<file path="config.mk">
export PLATFORM = sky130hd
export DESIGN_NAME = rock_step_scheduler
export DESIGN_NICKNAME = d
export VERILOG_FILES = /design/src/rtl/rock_pkg.sv /design/src/rtl/tick_counter.sv /design/src/rtl/rock_step_scheduler.sv
export SDC_FILE = /design/constraint.sdc
export NUM_CORES = 1
export LEC_CHECK = 0
export BUFFER_PORTS_ARGS = -buffer_cell sky130_fd_sc_hd__buf_2
export CAP_MARGIN = 25
export CORE_MARGIN = 2
export CORE_UTILIZATION = 40
export DETAILED_ROUTE_END_ITERATION = 10
export GPL_TIMING_DRIVEN = 0
export HOLD_SLACK_MARGIN = 0.05
export SKIP_LAST_GASP = 1
export SYNTH_ARGS = -nofsm -noshare
export SYNTH_HDL_FRONTEND = slang
export SYNTH_SLANG_ARGS = --single-unit
</file>
<file path="constraint.sdc">
create_clock -name clk -period 1.93 [get_ports clk]
set_input_delay 0.579 -clock clk [delete_from_list [all_inputs] [get_ports clk]]
set_output_delay 0.579 -clock clk [all_outputs]
set_load 0.005 [all_outputs]
</file>
<file path="src/rtl/rock_pkg.sv">
// Shared types for the rocker step scheduler: FSM state encoding,
// step codes and default level sizing.
package rock_pkg;

    localparam int LVL_W_DEF   = 3;
    localparam int LVL_MAX_DEF = 4;

    typedef enum logic [2:0] {
        S_SETTLE    = 3'd0,
        S_WAIT_EVAL = 3'd1,
        S_STEP      = 3'd2,
        S_DONE      = 3'd3,
        S_FAULT     = 3'd4
    } state_t;

    localparam logic [1:0] STEP_NONE     = 2'd0;
    localparam logic [1:0] STEP_AMP_DEC  = 2'd1;
    localparam logic [1:0] STEP_FREQ_INC = 2'd2;
    localparam logic [1:0] STEP_FREQ_DEC = 2'd3;

endpackage

</file>
<file path="src/rtl/tick_counter.sv">
// Tick-enabled up-counter with synchronous clear and a terminal flag.
// Ports: clk, reset (sync, active-high), clr, en, limit -> at_limit.
module tick_counter #(
    parameter int W = 5
) (
    input  logic         clk,
    input  logic         reset,
    input  logic         clr,
    input  logic         en,
    input  logic [W-1:0] limit,
    output logic         at_limit
);

    logic [W-1:0] count;

    always_ff @(posedge clk) begin
        if (reset || clr) begin
            count <= '0;
        end else if (en) begin
            count <= count + W'(1);
        end
    end

    // High while the count sits on its last value, so the next
    // enabled tick is the terminal one.
    assign at_limit = (count == limit);

endmodule

</file>
<file path="src/rtl/rock_step_scheduler.sv">
// Sequences rocker amplitude/frequency levels from stress evaluations.
// Ports: clk, reset, tick, eval_valid/down/err in; A, F, step strobes,
// done, fault and debug state out.
module rock_step_scheduler
    import rock_pkg::*;
#(
    parameter int LVL_W        = LVL_W_DEF,
    parameter int LVL_MAX      = LVL_MAX_DEF,
    parameter int SETTLE_TICKS = 8,
    parameter int EVAL_TIMEOUT = 16,
    parameter int ERR_LIMIT    = 3
) (
    input  logic             clk,
    input  logic             reset,
    input  logic             tick,
    input  logic             eval_valid,
    input  logic             eval_down,
    input  logic             eval_err,
    output logic [LVL_W-1:0] A,
    output logic [LVL_W-1:0] F,
    output logic             amp_dec,
    output logic             freq_inc,
    output logic             freq_dec,
    output logic             done,
    output logic             fault,
    output logic [2:0]       state
);

    localparam int CNT_MAX = (SETTLE_TICKS > EVAL_TIMEOUT) ?
                             SETTLE_TICKS : EVAL_TIMEOUT;
    localparam int CNT_W   = $clog2(CNT_MAX + 1);
    localparam int ERR_W   = $clog2(ERR_LIMIT + 1);

    localparam logic [CNT_W-1:0] SETTLE_LAST  = CNT_W'(SETTLE_TICKS - 1);
    localparam logic [CNT_W-1:0] TIMEOUT_LAST = CNT_W'(EVAL_TIMEOUT - 1);
    localparam logic [LVL_W-1:0] LVL_TOP      = LVL_W'(LVL_MAX);
    localparam logic [ERR_W-1:0] ERR_TOP      = ERR_W'(ERR_LIMIT);

    state_t           state_q, state_d;
    logic [LVL_W-1:0] a_q, a_d, f_q, f_d;
    logic [ERR_W-1:0] err_q, err_d;
    logic             prev_q, prev_d;
    logic [1:0]       code_q, code_d;

    logic             cnt_clr;
    logic             cnt_en;
    logic [CNT_W-1:0] cnt_limit;
    logic             cnt_last;

    // One counter serves both the settle window and the eval timeout;
    // it restarts on every state change.
    tick_counter #(.W(CNT_W)) u_cnt (
        .clk      (clk),
        .reset    (reset),
        .clr      (cnt_clr),
        .en       (cnt_en),
        .limit    (cnt_limit),
        .at_limit (cnt_last)
    );

    always_ff @(posedge clk) begin
        if (reset) begin
            state_q <= S_SETTLE;
            a_q     <= LVL_TOP;
            f_q     <= LVL_TOP;
            err_q   <= '0;
            prev_q  <= 1'b0;
            code_q  <= STEP_NONE;
        end else begin
            state_q <= state_d;
            a_q     <= a_d;
            f_q     <= f_d;
            err_q   <= err_d;
            prev_q  <= prev_d;
            code_q  <= code_d;
        end
    end

    always_comb begin
        state_d   = state_q;
        a_d       = a_q;
        f_d       = f_q;
        err_d     = err_q;
        prev_d    = prev_q;
        code_d    = code_q;
        cnt_limit = SETTLE_LAST;
        cnt_en    = 1'b0;

        case (state_q)
            S_SETTLE: begin
                cnt_en = tick;
                if (tick && cnt_last) begin
                    state_d = S_WAIT_EVAL;
                end
            end
            S_WAIT_EVAL: begin
                cnt_limit = TIMEOUT_LAST;
                cnt_en    = tick && !eval_valid;
                if (eval_valid) begin
                    if (eval_err) begin
                        err_d = err_q + ERR_W'(1);
                        if (err_d == ERR_TOP) begin
                            state_d = S_FAULT;
                        end else if (f_q == LVL_TOP) begin
                            // Frequency already at the top: no step.
                            state_d = S_SETTLE;
                        end else begin
                            code_d  = STEP_FREQ_INC;
                            state_d = S_STEP;
                        end
                    end else if (eval_down && prev_q) begin
                        err_d   = '0;
                        prev_d  = 1'b1;
                        code_d  = STEP_AMP_DEC;
                        state_d = S_STEP;
                    end else if (eval_down) begin
                        // First decrease only arms the amplitude step.
                        err_d   = '0;
                        prev_d  = 1'b1;
                        state_d = S_SETTLE;
                    end else begin
                        prev_d  = 1'b0;
                        code_d  = (f_q != '0) ? STEP_FREQ_DEC : STEP_AMP_DEC;
                        state_d = S_STEP;
                    end
                end else if (tick && cnt_last) begin
                    state_d = S_FAULT;
                end
            end
            S_STEP: begin
                case (code_q)
                    STEP_AMP_DEC:  a_d = a_q - LVL_W'(1);
                    STEP_FREQ_INC: f_d = f_q + LVL_W'(1);
                    STEP_FREQ_DEC: f_d = f_q - LVL_W'(1);
                    default:       a_d = a_q;
                endcase
                state_d = (a_d == '0) ? S_DONE : S_SETTLE;
            end
            S_DONE:  state_d = S_DONE;
            S_FAULT: state_d = S_FAULT;
            default: state_d = S_FAULT;
        endcase

        cnt_clr = (state_d != state_q);
    end

    logic in_step;
    assign in_step  = (state_q == S_STEP) && !reset;

    assign amp_dec  = in_step && (code_q == STEP_AMP_DEC);
    assign freq_inc = in_step && (code_q == STEP_FREQ_INC);
    assign freq_dec = in_step && (code_q == STEP_FREQ_DEC);

    assign A     = a_q;
    assign F     = f_q;
    assign done  = (state_q == S_DONE);
    assign fault = (state_q == S_FAULT);
    assign state = state_q;

endmodule

</file>
==> results list, run 1 <==
- Number of nets in the final layout: between 150 and 200
- Die width: about 55 um
* Final routed DRC violation total: 0
- Setup repair after global routing could not meet its margin everywhere.
- Sequential standard cell area: ~390 um^2
- Top fanout value on the critical path: 5
- On the final layout, the worst clock skew is roughly 0.0030 ns.
- Drt wl/cell: approximately 12 um
- Synthesis warning total: 0
- Post-synthesis cell count: approximately 120
- The detailed router finished its first iteration with 8 violations.
* Half-perimeter wire length of the detailed placement result: 1.56 mm
- Clock tree root driver cell: sky130_fd_sc_hd__clkbuf_4
- CTS tree: built
* Post-placement setup slack: -0.202 ns
- In this run the static leakage power is about 0.5 nW.
* Violated checks: setup timing
- Post-synth top area share: between 30% and 40%
- The routed design could run at a clock period as short as around 2 ns.
- Fraction of the yosys area taken by sequential cells: 36.5%
* Number of buffers on the longest clock path: 2
- sky130_fd_sc_hd__dfxtp_1 is the most common cell in the netlist.
* Synth top cells by count: sky130_fd_sc_hd__dfxtp_1, sky130_fd_sc_hd__nand2_1
* Data required time at the worst endpoint: 1.35 ns
- After layout, the worst setup slack is -0.0153 ns.
- Type of element capturing the critical path: output port
- Dividing the final minimum period by the clock period gives 101%.
- The routed design has between 2 and 2.5 mm of wire.
- The tightest min-delay check is of the reg2reg type.
- Pins over their slew limit: 0
- Y dimension of the die: approximately 55 um
- Die footprint: roughly 0.003 mm^2
- Final setup violation count: 1
- The initial antenna violation count came to 0.
- The first global-routing pass estimated 3.53 mm of wire.
* Area leader, netlist: sky130_fd_sc_hd__dfxtp_1
- Leaving out filler cells and counting taps, the final layout contains roughly 180.
* Clock input transition at the sequential cells of the worst setup and hold paths: 0.11 ns
- Highest ir drop seen on vdd: slightly above 0.3 mV
- Area grow syn2layout: 23.4%
* Final hold violations: 0
- XOR/XNOR Fraction of Synth Area: ~7.6%
* Number of instances in the placed design: approximately 170
- Worst-Margin Slew: roughly 0.64 ns
* Rows: 18
- The core region is between 0.002 and 0.0025 mm^2.
- The run finished, with violations left.
* Share of the synthesized area in compound gates (AO/OA/AOI/OAI): roughly 16%
- Detailed routing inserted a total of ~940 vias.
- Synthesis produced a netlist with a net count of ~130.
- The portion of synthesized area spent on multiplexers is approximately 1.9%.
- Setup crit start kind: flop
- Data arrives at the worst endpoint at about 1.4 ns.
- Combined area of all synthesized cells: ~0.0010 mm^2
* Number of inserted diodes: 0
* Area share of fa/ha/maj cells after synthesis: 5.52%
* Number of clock sinks: 19
* CTS H-tree lvls: 1
* Max capacitance violation total: 0
- Via density: 5.35
- Total area of multi-input combinational cells: about 630 um^2
- Entering global routing, the biggest net connects 12 pins.
- Number of enable-type register cells in the synthesized netlist: 0
- Pwr Density: between 400 and 500 mW/mm^2
* Total iterations of the first detailed-routing run: 4
- Fill cell total of the finished layout: between 200 and 300
* Top FF cell, synth: sky130_fd_sc_hd__dfxtp_1
- GPL Wtd Cong: around 0.7
* GR Overflow Total: 0
* Peak Freq: around 500 MHz
* Yosys cell types: 45
* Fin Setup TNS: -0.0153 ns
* Port-buffer cells: 18
* Asr flop ratio synth: 0%
- Hold repair after CTS inserted 0 buffers.
- Number of global-route vias before repair: 828
- Fraction of layout cells with a size suffix above 1: 31.5%
- Buffers inserted during clock tree synthesis total 3.
* Min Hold Slack: 0.462 ns
* Remaining antenna violation count: 0
- For this configuration, the core starts out at a cell density of roughly 42%.
- Worst-Skew Late Latency: ~0.30 ns
- After synthesis the netlist holds a flip-flop and latch count of 19.
- Pin placement for this block handled 20 I/O pins.
* Largest family of logic cells by synthesized area: simple AND/OR/NAND/NOR gates
- Final core utilization: about half
* Critical path start-end classification: reg2out
- Measured against its own limit, the worst slew margin works out to between 50% and 60%.
- Sorting the synthesized cells by area gives the leading types as sky130_fd_sc_hd__dfxtp_1, sky130_fd_sc_hd__xor2_1, sky130_fd_sc_hd__ha_1, sky130_fd_sc_hd__nor3_1, sky130_fd_sc_hd__nand2_1.
- Global routing used around 16% of the available tracks across all layers.
- Dividing the synthesized area by the synthesized cell count gives 8.91 um^2.
* Post-synthesis simple-gate area fraction: 28.1%
-- routing by layer --
layer / up-vias / global-route usage (%) / wire length [um]
met2: 17 / 25.8 / 1030
met5: - / 0 / 0
met3: 2 / 2.42 / 80
li1: 483 / - / -
met1: 440 / 21.7 / 1070
met4: 0 / 7.32 / 10
-- report_power, final --
group | internal (mW) | switching [mW] | total [mW]
registers | 0.392 | 0.00437 | 0.397
logic | 0.0137 | 0.0204 | 0.0341
clock network | 0.0772 | 0.131 | 0.208
total | 0.483 | 0.156 | 0.639
-- layout make-up --
type,count,area share (%)
clock buffer,3,1.75
tap,30,2.92
timing repair buffer,27,12.3
inverter,7,2.04
sequential,19,30.6
buffer,2,0.778
multi-input combinational,87,49.2
clock inverter,1,0.389
-- logic make-up after synthesis --
group                      after synthesis
muxes                                    2
DFF                                     19
buffers and inverters                   11
AOI/OAI and AO/OA                       23
xor gates and xnor gates                 9
and+or+nand+nor                         49
adders and majority gates                4
-- cell usage in the layout, fill, tap and decap left out, drive strengths merged, types with 3 or more instances in the layout --
cell type   n
buf        27
xor2        7
nor3        7
nor2        7
dfxtp      19
clkbuf      5
nand2      10
nand3       6
a21oi       5
inv         7
a211oi      3
ha          3
-- worst max-delay path, stage by stage, from the launching register on --
cell	delay (ns)
sky130_fd_sc_hd__dfxtp_4	0.37
sky130_fd_sc_hd__nor3b_4	0.31
sky130_fd_sc_hd__nand2_4	0.09
sky130_fd_sc_hd__nor3b_2	0.17
sky130_fd_sc_hd__buf_2	0.12
-- repair_timing --
| action | 4_1_cts | 5_1_grt |
|---|---|---|
| gates cloned | 0 | 0 |
| setup endpoints to repair | 3 | 8 |
| pin swaps | 2 | 3 |
| setup buffers | 8 | 1 |
| resized for setup | 10 | 3 |
-- sequential cells by signal, summed over array words and instances (netlist names) --
register and count:
A 3, F 3, code_q 2, err_q 2, prev_q 1, state 3, u_cnt.count 5
-- stage by stage --
stage	area (um^2)	total power [mW]
floorplan	1040	0.428
global placement	1170	0.441
detailed placement	1170	0.443
CTS	1270	0.650
global route	1290	0.670
finish	1290	0.639
-- path summary, 6_finish.rpt --
check | startpoint | to | cells past startpoint | slack [ns]
worst min-delay path | err_q[0] | err_q[0] | 2 | 0.46
worst min register to register | err_q[0] | err_q[0] | 2 | 0.46
worst max register to register | u_cnt.count[0] | u_cnt.count[3] | 5 | 0.13
worst max-delay path | state[0] | freq_dec | 4 | -0.02
Note: power is estimated with default switching activity, not from simulation.
==> inputs of run 2 (changes only) <==
--- a/config.mk
+++ b/config.mk
@@ -5,13 +5,15 @@
 export SDC_FILE = /design/constraint.sdc
 export NUM_CORES = 1
 export LEC_CHECK = 0
+export ABC_AREA = 1
 export BUFFER_PORTS_ARGS = -buffer_cell sky130_fd_sc_hd__buf_2
 export CAP_MARGIN = 25
 export CORE_MARGIN = 2
 export CORE_UTILIZATION = 40
+export CTS_BUF_LIST = sky130_fd_sc_hd__clkbuf_16
 export DETAILED_ROUTE_END_ITERATION = 10
 export GPL_TIMING_DRIVEN = 0
-export HOLD_SLACK_MARGIN = 0.05
+export HOLD_SLACK_MARGIN = 0.12
 export SKIP_LAST_GASP = 1
 export SYNTH_ARGS = -nofsm -noshare
 export SYNTH_HDL_FRONTEND = slang
==> results list, run 2 <==
* Pins over their slew limit: 0
* Post-synthesis simple-gate area fraction: roughly 33%
- Setup violations remaining at the end of the flow were counted as 0.
* Met2 track utilization from global routing: 24.6%
* Total iterations of the first detailed-routing run: 4
- Number of enable-type register cells in the synthesized netlist: 0
- Remaining antenna violation count: 0
* Asr flop ratio synth: 0%
- Cell area after placement: ~0.0013 mm^2
- For this run, design rule violations remaining after detail routing come to 0.
* Result of the run: finished clean
* Post-synth top area share: 32.2%
- Launching instance or port of the critical path: state[0]
- Per-instance average area after synthesis: between 6 and 7 um^2
* Post-synthesis cell count: between 150 and 200
* Number of buffers inserted during clock tree synthesis: 3
* Reg2Reg Setup Slack: ~0.27 ns
- CTS tree: built
- Summing all non-filler instances in the final layout gives an area of 0.00141 mm^2.
* Class of the worst hold path: reg2reg
- Unrepaired setup endpoints after global routing: no
- Area share of fa/ha/maj cells after synthesis: under 10%
* Half-perimeter wire length of the detailed placement result: ~1.9 mm
- At the end of routability-driven placement, the weighted congestion stood at around 0.8.
- Min Tclk post-route: between 1.5 and 2 ns
- Max capacitance violation total: 0
* Initial core utilization: 42.4%
- Number of instances in the placed design: approximately 220
* Antenna violations before repair: 0
- Synth top cells by count: sky130_fd_sc_hd__nand2_1, sky130_fd_sc_hd__inv_1, sky130_fd_sc_hd__dfxtp_1
- In this run the tightest slew margin relative to its limit is roughly four fifths.
- Fraction of layout cells with a size suffix above 1: between 20% and 30%
* Largest clock skew in the final design: about 0.0017 ns
* Combined area of all synthesized cells: 0.00118 mm^2
- The floorplan step defined a die boundary enclosing 0.00340 mm^2.
- Dividing total power by cell area gives a power density of between 600 and 700 mW/mm^2.
- Row generation in the floorplan step produced 19 rows.
- Launch point of the worst hold path: err_q[1]
* Final WL: about 2.4 mm
- Share of the synthesized area in compound gates (AO/OA/AOI/OAI): between 10% and 20%
- After layout, the worst path uses 95.3% of the clock period.
- Detailed routing inserted a total of about 1100 vias.
- Number of inserted diodes: 0
- Top FF cell, synth: sky130_fd_sc_hd__dfxtp_1
* Synthesis warning total: 0
* Most common cell after layout, fill and taps aside: sky130_fd_sc_hd__nand2_1
- After filler insertion, the fill cell instance count of the layout stands at 289.
- The worst setup path is captured at an output port.
- Area grow syn2layout: 19.3%
- Met3 Resource Use GR: roughly 3.5%
* Area leader, netlist: sky130_fd_sc_hd__dfxtp_1
- Of the post-synthesis cell area, the part taken by muxes is 0%.
- Entering global routing, the biggest net connects 12 pins.
* Y dimension of the die: 58.3 um
* Final hold violations: 0
- Clock input transition at the sequential cells of the worst setup and hold paths: roughly 0.050 ns
* Boundary pin count: 20
- Register ranked first by flip-flop count: u_cnt.count
- Reg-to-reg startpoint: A[0]
- Via density: about 5.0
- In this run the deepest clock path goes through 2 buffers.
- Along the worst path, the maximum fanout reaches 7.
* Peak Freq: about 540 MHz
- Number of nets in the final layout: roughly 200
- By area, the combinational part of the netlist is dominated by simple AND/OR/NAND/NOR gates.
- Clock tree root driver cell: sky130_fd_sc_hd__clkbuf_16
- Leaving out fill and tap cells, the most frequent cells in the layout are sky130_fd_sc_hd__nand2_1, sky130_fd_sc_hd__inv_1, sky130_fd_sc_hd__buf_2.
* GRT Total Usage: 15.6%
* Highest ir drop seen on vdd: 0.456 mV
- Setup crit start kind: flop
- Starting DRT DRC Count: 32
- The register with the most flip-flops in the layout has 5 of them.
- Yosys cell types: 28
- Core Region: 0.00278 mm^2
* Final core utilization: 50.6%
- In this run the number of H-tree levels came out at 1.
* GR Overflow Total: 0
* Leakage dissipation: ~0.64 nW
- Data on the critical path is required at its endpoint by around 1.4 ns.
- Busiest layer in global routing: met2
- The first global-routing pass estimated around 4.2 mm of wire.
- Die width: between 50 and 60 um
- Yosys attributes the largest share of cell area to sky130_fd_sc_hd__dfxtp_1, sky130_fd_sc_hd__nand2_1, sky130_fd_sc_hd__inv_1, sky130_fd_sc_hd__o21ai_0, sky130_fd_sc_hd__a21oi_1.
- Global routing met1 resource utilization: a little over a fifth
- The most common cell in the synthesized netlist is sky130_fd_sc_hd__nand2_1.
- Number of global-route vias before repair: ~980
- Net count after synthesis: 179
- In this run, synthesis produced a sequential element count of 19.
* Critical path start-end classification: reg2out
* XOR/XNOR Fraction of Synth Area: approximately 3.7%
* Number of clock sinks: 19
- Excluding fillers, the count of instances in the completed layout stands at approximately 220.
- Fraction of the yosys area taken by sequential cells: about a third
- Final hold analysis gives a worst-case slack of around 0.46 ns.
- Critical path data arrival time: 1.26 ns
* Worst-Margin Slew: about 0.29 ns
* Drt wl/cell: between 10 and 15 um
- Input and output buffers added on the ports amount to 19.
* Worst-Skew Late Latency: between 0.2 and 0.3 ns
-- run 2: worst paths after layout --
| check | end | depth (start not counted) |
|---|---|---|
| worst max register to register | u_cnt.count[3] | 9 |
| worst max-delay path | freq_inc | 6 |
| worst min-delay path | err_q[1] | 2 |
| worst min register to register | err_q[1] | 2 |
-- run 2: where the power goes --
group          internal [mW]  total (mW)  switching [mW]
sequential             0.396       0.400         0.00430
combinational         0.0170      0.0437          0.0267
clock                  0.275       0.408           0.133
total                  0.688       0.852           0.164
-- run 2: logic make-up after synthesis --
group | Yosys count
AO/OA/AOI/OAI | 27
XOR/XNOR | 5
adder cells (fa/ha/maj) | 4
buffers and inverters | 34
flip-flops | 19
AND/OR/NAND/NOR | 80
-- run 2: repair_timing --
| item | 4_1_cts | 5_1_grt |
|---|---|---|
| setup endpoints to repair | 3 | 4 |
| gates resized for setup | 1 | 4 |
| gates cloned | 0 | 0 |
| hold buffers | 0 | 0 |
| buffers inserted | 0 | 1 |
| pin swaps | 0 | 1 |
-- run 2: layout make-up --
class / count / area [um^2] / area share, %
clock buffer: 3 / 75.1 / 5.33
clock inverter: 1 / 3.75 / 0.267
inverter: 33 / 138 / 9.78
multi-input combinational: 116 / 666 / 47.3
sequential: 19 / 384 / 27.3
tap: 31 / 38.8 / 2.76
timing repair buffer: 20 / 103 / 7.29
-- run 2: critical path, cell delays in order, from the launching register on --
cell,delay (ns)
sky130_fd_sc_hd__dfxtp_4,0.37
sky130_fd_sc_hd__inv_2,0.09
sky130_fd_sc_hd__nand2_2,0.07
sky130_fd_sc_hd__nor2_4,0.13
sky130_fd_sc_hd__nand2_1,0.09
sky130_fd_sc_hd__nor3_1,0.12
sky130_fd_sc_hd__buf_2,0.13
-- run 2: per-stage QoR --
| stage | power (mW) | TNS [ns] | setup WS (ns) |
|---|---|---|---|
| floorplan | 0.438 | 0 | 0.211 |
| global placement | 0.452 | -0.774 | -0.266 |
| detailed placement | 0.454 | -0.854 | -0.292 |
| CTS | 0.865 | 0 | 0.00247 |
| global route | 0.895 | 0 | 0.0115 |
| finish | 0.852 | 0 | 0.0914 |
-- run 2: layer usage --
metal | wire length, um | part of all wire, %
met1 | 1170 | 49
met2 | 1050 | 44
met3 | 124 | 5.2
met4 | 29 | 1.2
met5 | 0 | 0
==> inputs of run 3 (changes only) <==
--- a/config.mk
+++ b/config.mk
@@ -5,9 +5,9 @@
 export SDC_FILE = /design/constraint.sdc
 export NUM_CORES = 1
 export LEC_CHECK = 0
-export ABC_AREA = 1
 export BUFFER_PORTS_ARGS = -buffer_cell sky130_fd_sc_hd__buf_2
 export CAP_MARGIN = 25
+export CORE_ASPECT_RATIO = 1.2
 export CORE_MARGIN = 2
 export CORE_UTILIZATION = 40
 export CTS_BUF_LIST = sky130_fd_sc_hd__clkbuf_16
==> results list, run 3 (synthesis gave the netlist of run 1 again) <==
- The die is 59.9 um tall.
* Normalized max-slew margin: a little under three fifths
* Fraction of layout cells with a size suffix above 1: just under 30%
- Largest clock skew in the final design: 0.00123 ns
- Counting along the longest clock path gives a buffer depth of 2.
* Highest ir drop seen on vdd: approximately 0.37 mV
- For this run, the slowest stage of the critical path takes between 0.3 and 0.4 ns.
- Leaving out fill and tap cells, the most frequent cell in the layout is sky130_fd_sc_hd__buf_2.
- The register with the most flip-flops in the layout has 5 of them.
* Number of buffers inserted for hold repair after clock tree synthesis: 0
* Number of inserted diodes: 0
- For the pin with the worst max-slew slack, the measured transition is ~0.65 ns.
- Clock tree root driver cell: sky130_fd_sc_hd__clkbuf_16
* Remaining antenna violation count: 0
- Final total power: 849 uW
* Portion of total power attributed to sequential cells: between 40% and 50%
* Total buffers and inverters traversed by the critical path: 1
- CTS H-tree lvls: 1
- Setup violations remaining at the end of the flow were counted as 0.
* Result of the run: finished clean
* Starting DRT DRC Count: 17
- Fill cell total of the finished layout: between 200 and 250
- During placement, the flow inserted port buffers numbering 18.
- The final hold violation count came to 0.
- Register ranked first by flip-flop count: u_cnt.count
* Post-placement setup slack: -0.193 ns
- The first global-routing pass estimated approximately 3.7 mm of wire.
- Max-cap violations in this run came to 0.
* Fraction of the cycle the final worst path needs: 97.7%
- The routed design could run at a clock period as short as 1.89 ns.
* GR Overflow Total: 0
- Clock input transition at the sequential cells of the worst setup and hold paths: 0.05 ns
- The multi-input combinational cells in the finished layout cover a total of approximately 630 um^2.
- Total iterations of the first detailed-routing run: 4
* Leakage dissipation: about 0.55 nW
- Of all nets on the critical path, the largest fanout is 6.
- Peak Freq: between 500 and 600 MHz
* Area grow syn2layout: 28.3%
- For this block, the routed nets add up to approximately 2.3 mm of wire.
- In the routed layout, each cell is associated on average with a via count of ~5.3.
* Number of buffers inserted during clock tree synthesis: 3
- The floorplan step defined a die boundary enclosing ~0.0030 mm^2.
- Pins over their slew limit: 0
- In this run the register-to-register setup slack is ~0.19 ns.
- Core Region: ~0.0025 mm^2
- In the final routed layout, each cell accounts on average for roughly 13 um.
- In the final design database the tool counted about 160 nets.
- Detailed placement finished with a half-perimeter wire length of 1.62 mm.
* Critical path data arrival time: around 1.3 ns
* Worst-Skew Late Latency: approximately 0.24 ns
- Min Hold Slack: 0.461 ns
- Routed vias: approximately 950
- Post-route worst setup slack: between 0.04 and 0.05 ns
- Number of global-route vias before repair: 891
- Number of clock sinks: 19
* CTS tree: built
- The initial utilization of the core area, before any placement, comes to between 40% and 50%.
* Commonest cells after routing, fill and taps aside: sky130_fd_sc_hd__buf_2, sky130_fd_sc_hd__dfxtp_1, sky130_fd_sc_hd__nand2_1
* Maximum number of pins on one net before global-route repair: 11
- Max stage delay cell, worst path: sky130_fd_sc_hd__dfxtp_4
- Among cell families on the critical path, the largest total delay comes from simple AND/OR/NAND/NOR gates.
- Class of the worst hold path: reg2reg
* GRT Total Usage: 16.3%
- In this run the power density over the cells is 635 mW/mm^2.
* Setup crit start kind: flop
- For this design the total switching power over the nets is 165 uW.
* Internal power: 683 uW
* Rows: 20
- Traced cell by cell, the critical path runs through nor3b_4 -> nand2_4 -> nor3b_2 -> buf_2.
- Die width: between 50 and 60 um
- Critical path start-end classification: reg2out
* Data required time at the worst endpoint: approximately 1.4 ns
- Boundary pin count: 20
- Unrepaired setup endpoints after global routing: yes
- Final routed DRC violation total: 0
* Antenna violations before repair: 0
- In the final layout, flip-flops and latches occupy 392 um^2.
* Type of element capturing the critical path: output port
- The congestion estimate from routability-driven global placement came to between 0.7 and 0.8.
- Part of the total power dissipated in combinational logic: 4.1%
- Clock network power share: between 40 and 50%
- In this run switching power makes up about a fifth of total power.
run 3: cell types whose count changed in the layout (fill, tap and decap cells not counted), sizes merged, moves of 4 or more:
cell	previous run	this run
buf	20	26
nor2	15	7
nand4	5	0
a21oi	10	5
nor3	11	7
inv	33	8
nand2	37	10
o21ai	11	2
nand3	11	6
run 3: stage by stage:
stage | instances | cell area, um^2 | TNS (ns) | util, %
floorplan | 117 | 1040 | 0 | -
global placement | 168 | 1170 | -0.364 | 46.9
detailed placement | 168 | 1170 | -0.459 | 46.9
CTS | 173 | 1270 | -0.0450 | 50.7
global route | 178 | 1340 | -0.0449 | 53.4
finish | 178 | 1340 | 0 | 53.4
run 3: layout make-up:
type                    instances  area share, %
flip-flops and latches         19           29.3
inverters                       7           1.96
clock buffers                   3           5.61
multi-input cells              87           47.4
repair buffers                 26           11.6
clock inverters                 1          0.281
plain buffers                   2          0.748
well taps                      33           3.09
run 3: timing repair:
item	CTS	global route
pin swaps	1	2
gates cloned	0	0
buffers inserted	3	5
resized for setup	4	10
setup endpoints to repair	3	8
run 3: worst paths after layout:
path / startpoint / end / cells after the start
max: state[0] / freq_dec / 4
min: err_q[0] / err_q[0] / 2
min reg2reg: err_q[0] / err_q[0] / 2
max reg2reg: u_cnt.count[0] / u_cnt.count[0] / 5
run 3: power by group through the flow:
stage	clock [mW]	combinational, mW	sequential (mW)
floorplan	0	0.0195	0.409
global placement	0	0.0322	0.409
detailed placement	0	0.0341	0.409
CTS	0.427	0.0349	0.401
global route	0.441	0.0401	0.399
finish	0.415	0.0351	0.398
run 3: layer usage:
layer	up-vias	track usage, %	part of all wire (%)
met5	-	0	0
met4	0	6.95	0.83
met3	2	2.25	2.5
met2	13	32.1	53
met1	453	16.9	44
li1	484	-	-
run 3: worst register-to-register path, delay by kind of cell, from the launching register on:
| kind | cells | cell delay, ns |
|---|---|---|
| DFF | 1 | 0.33 |
| and+or+nand+nor | 2 | 0.47 |
| adders and majority gates | 1 | 0.24 |
| AOI/OAI and AO/OA | 2 | 0.63 |
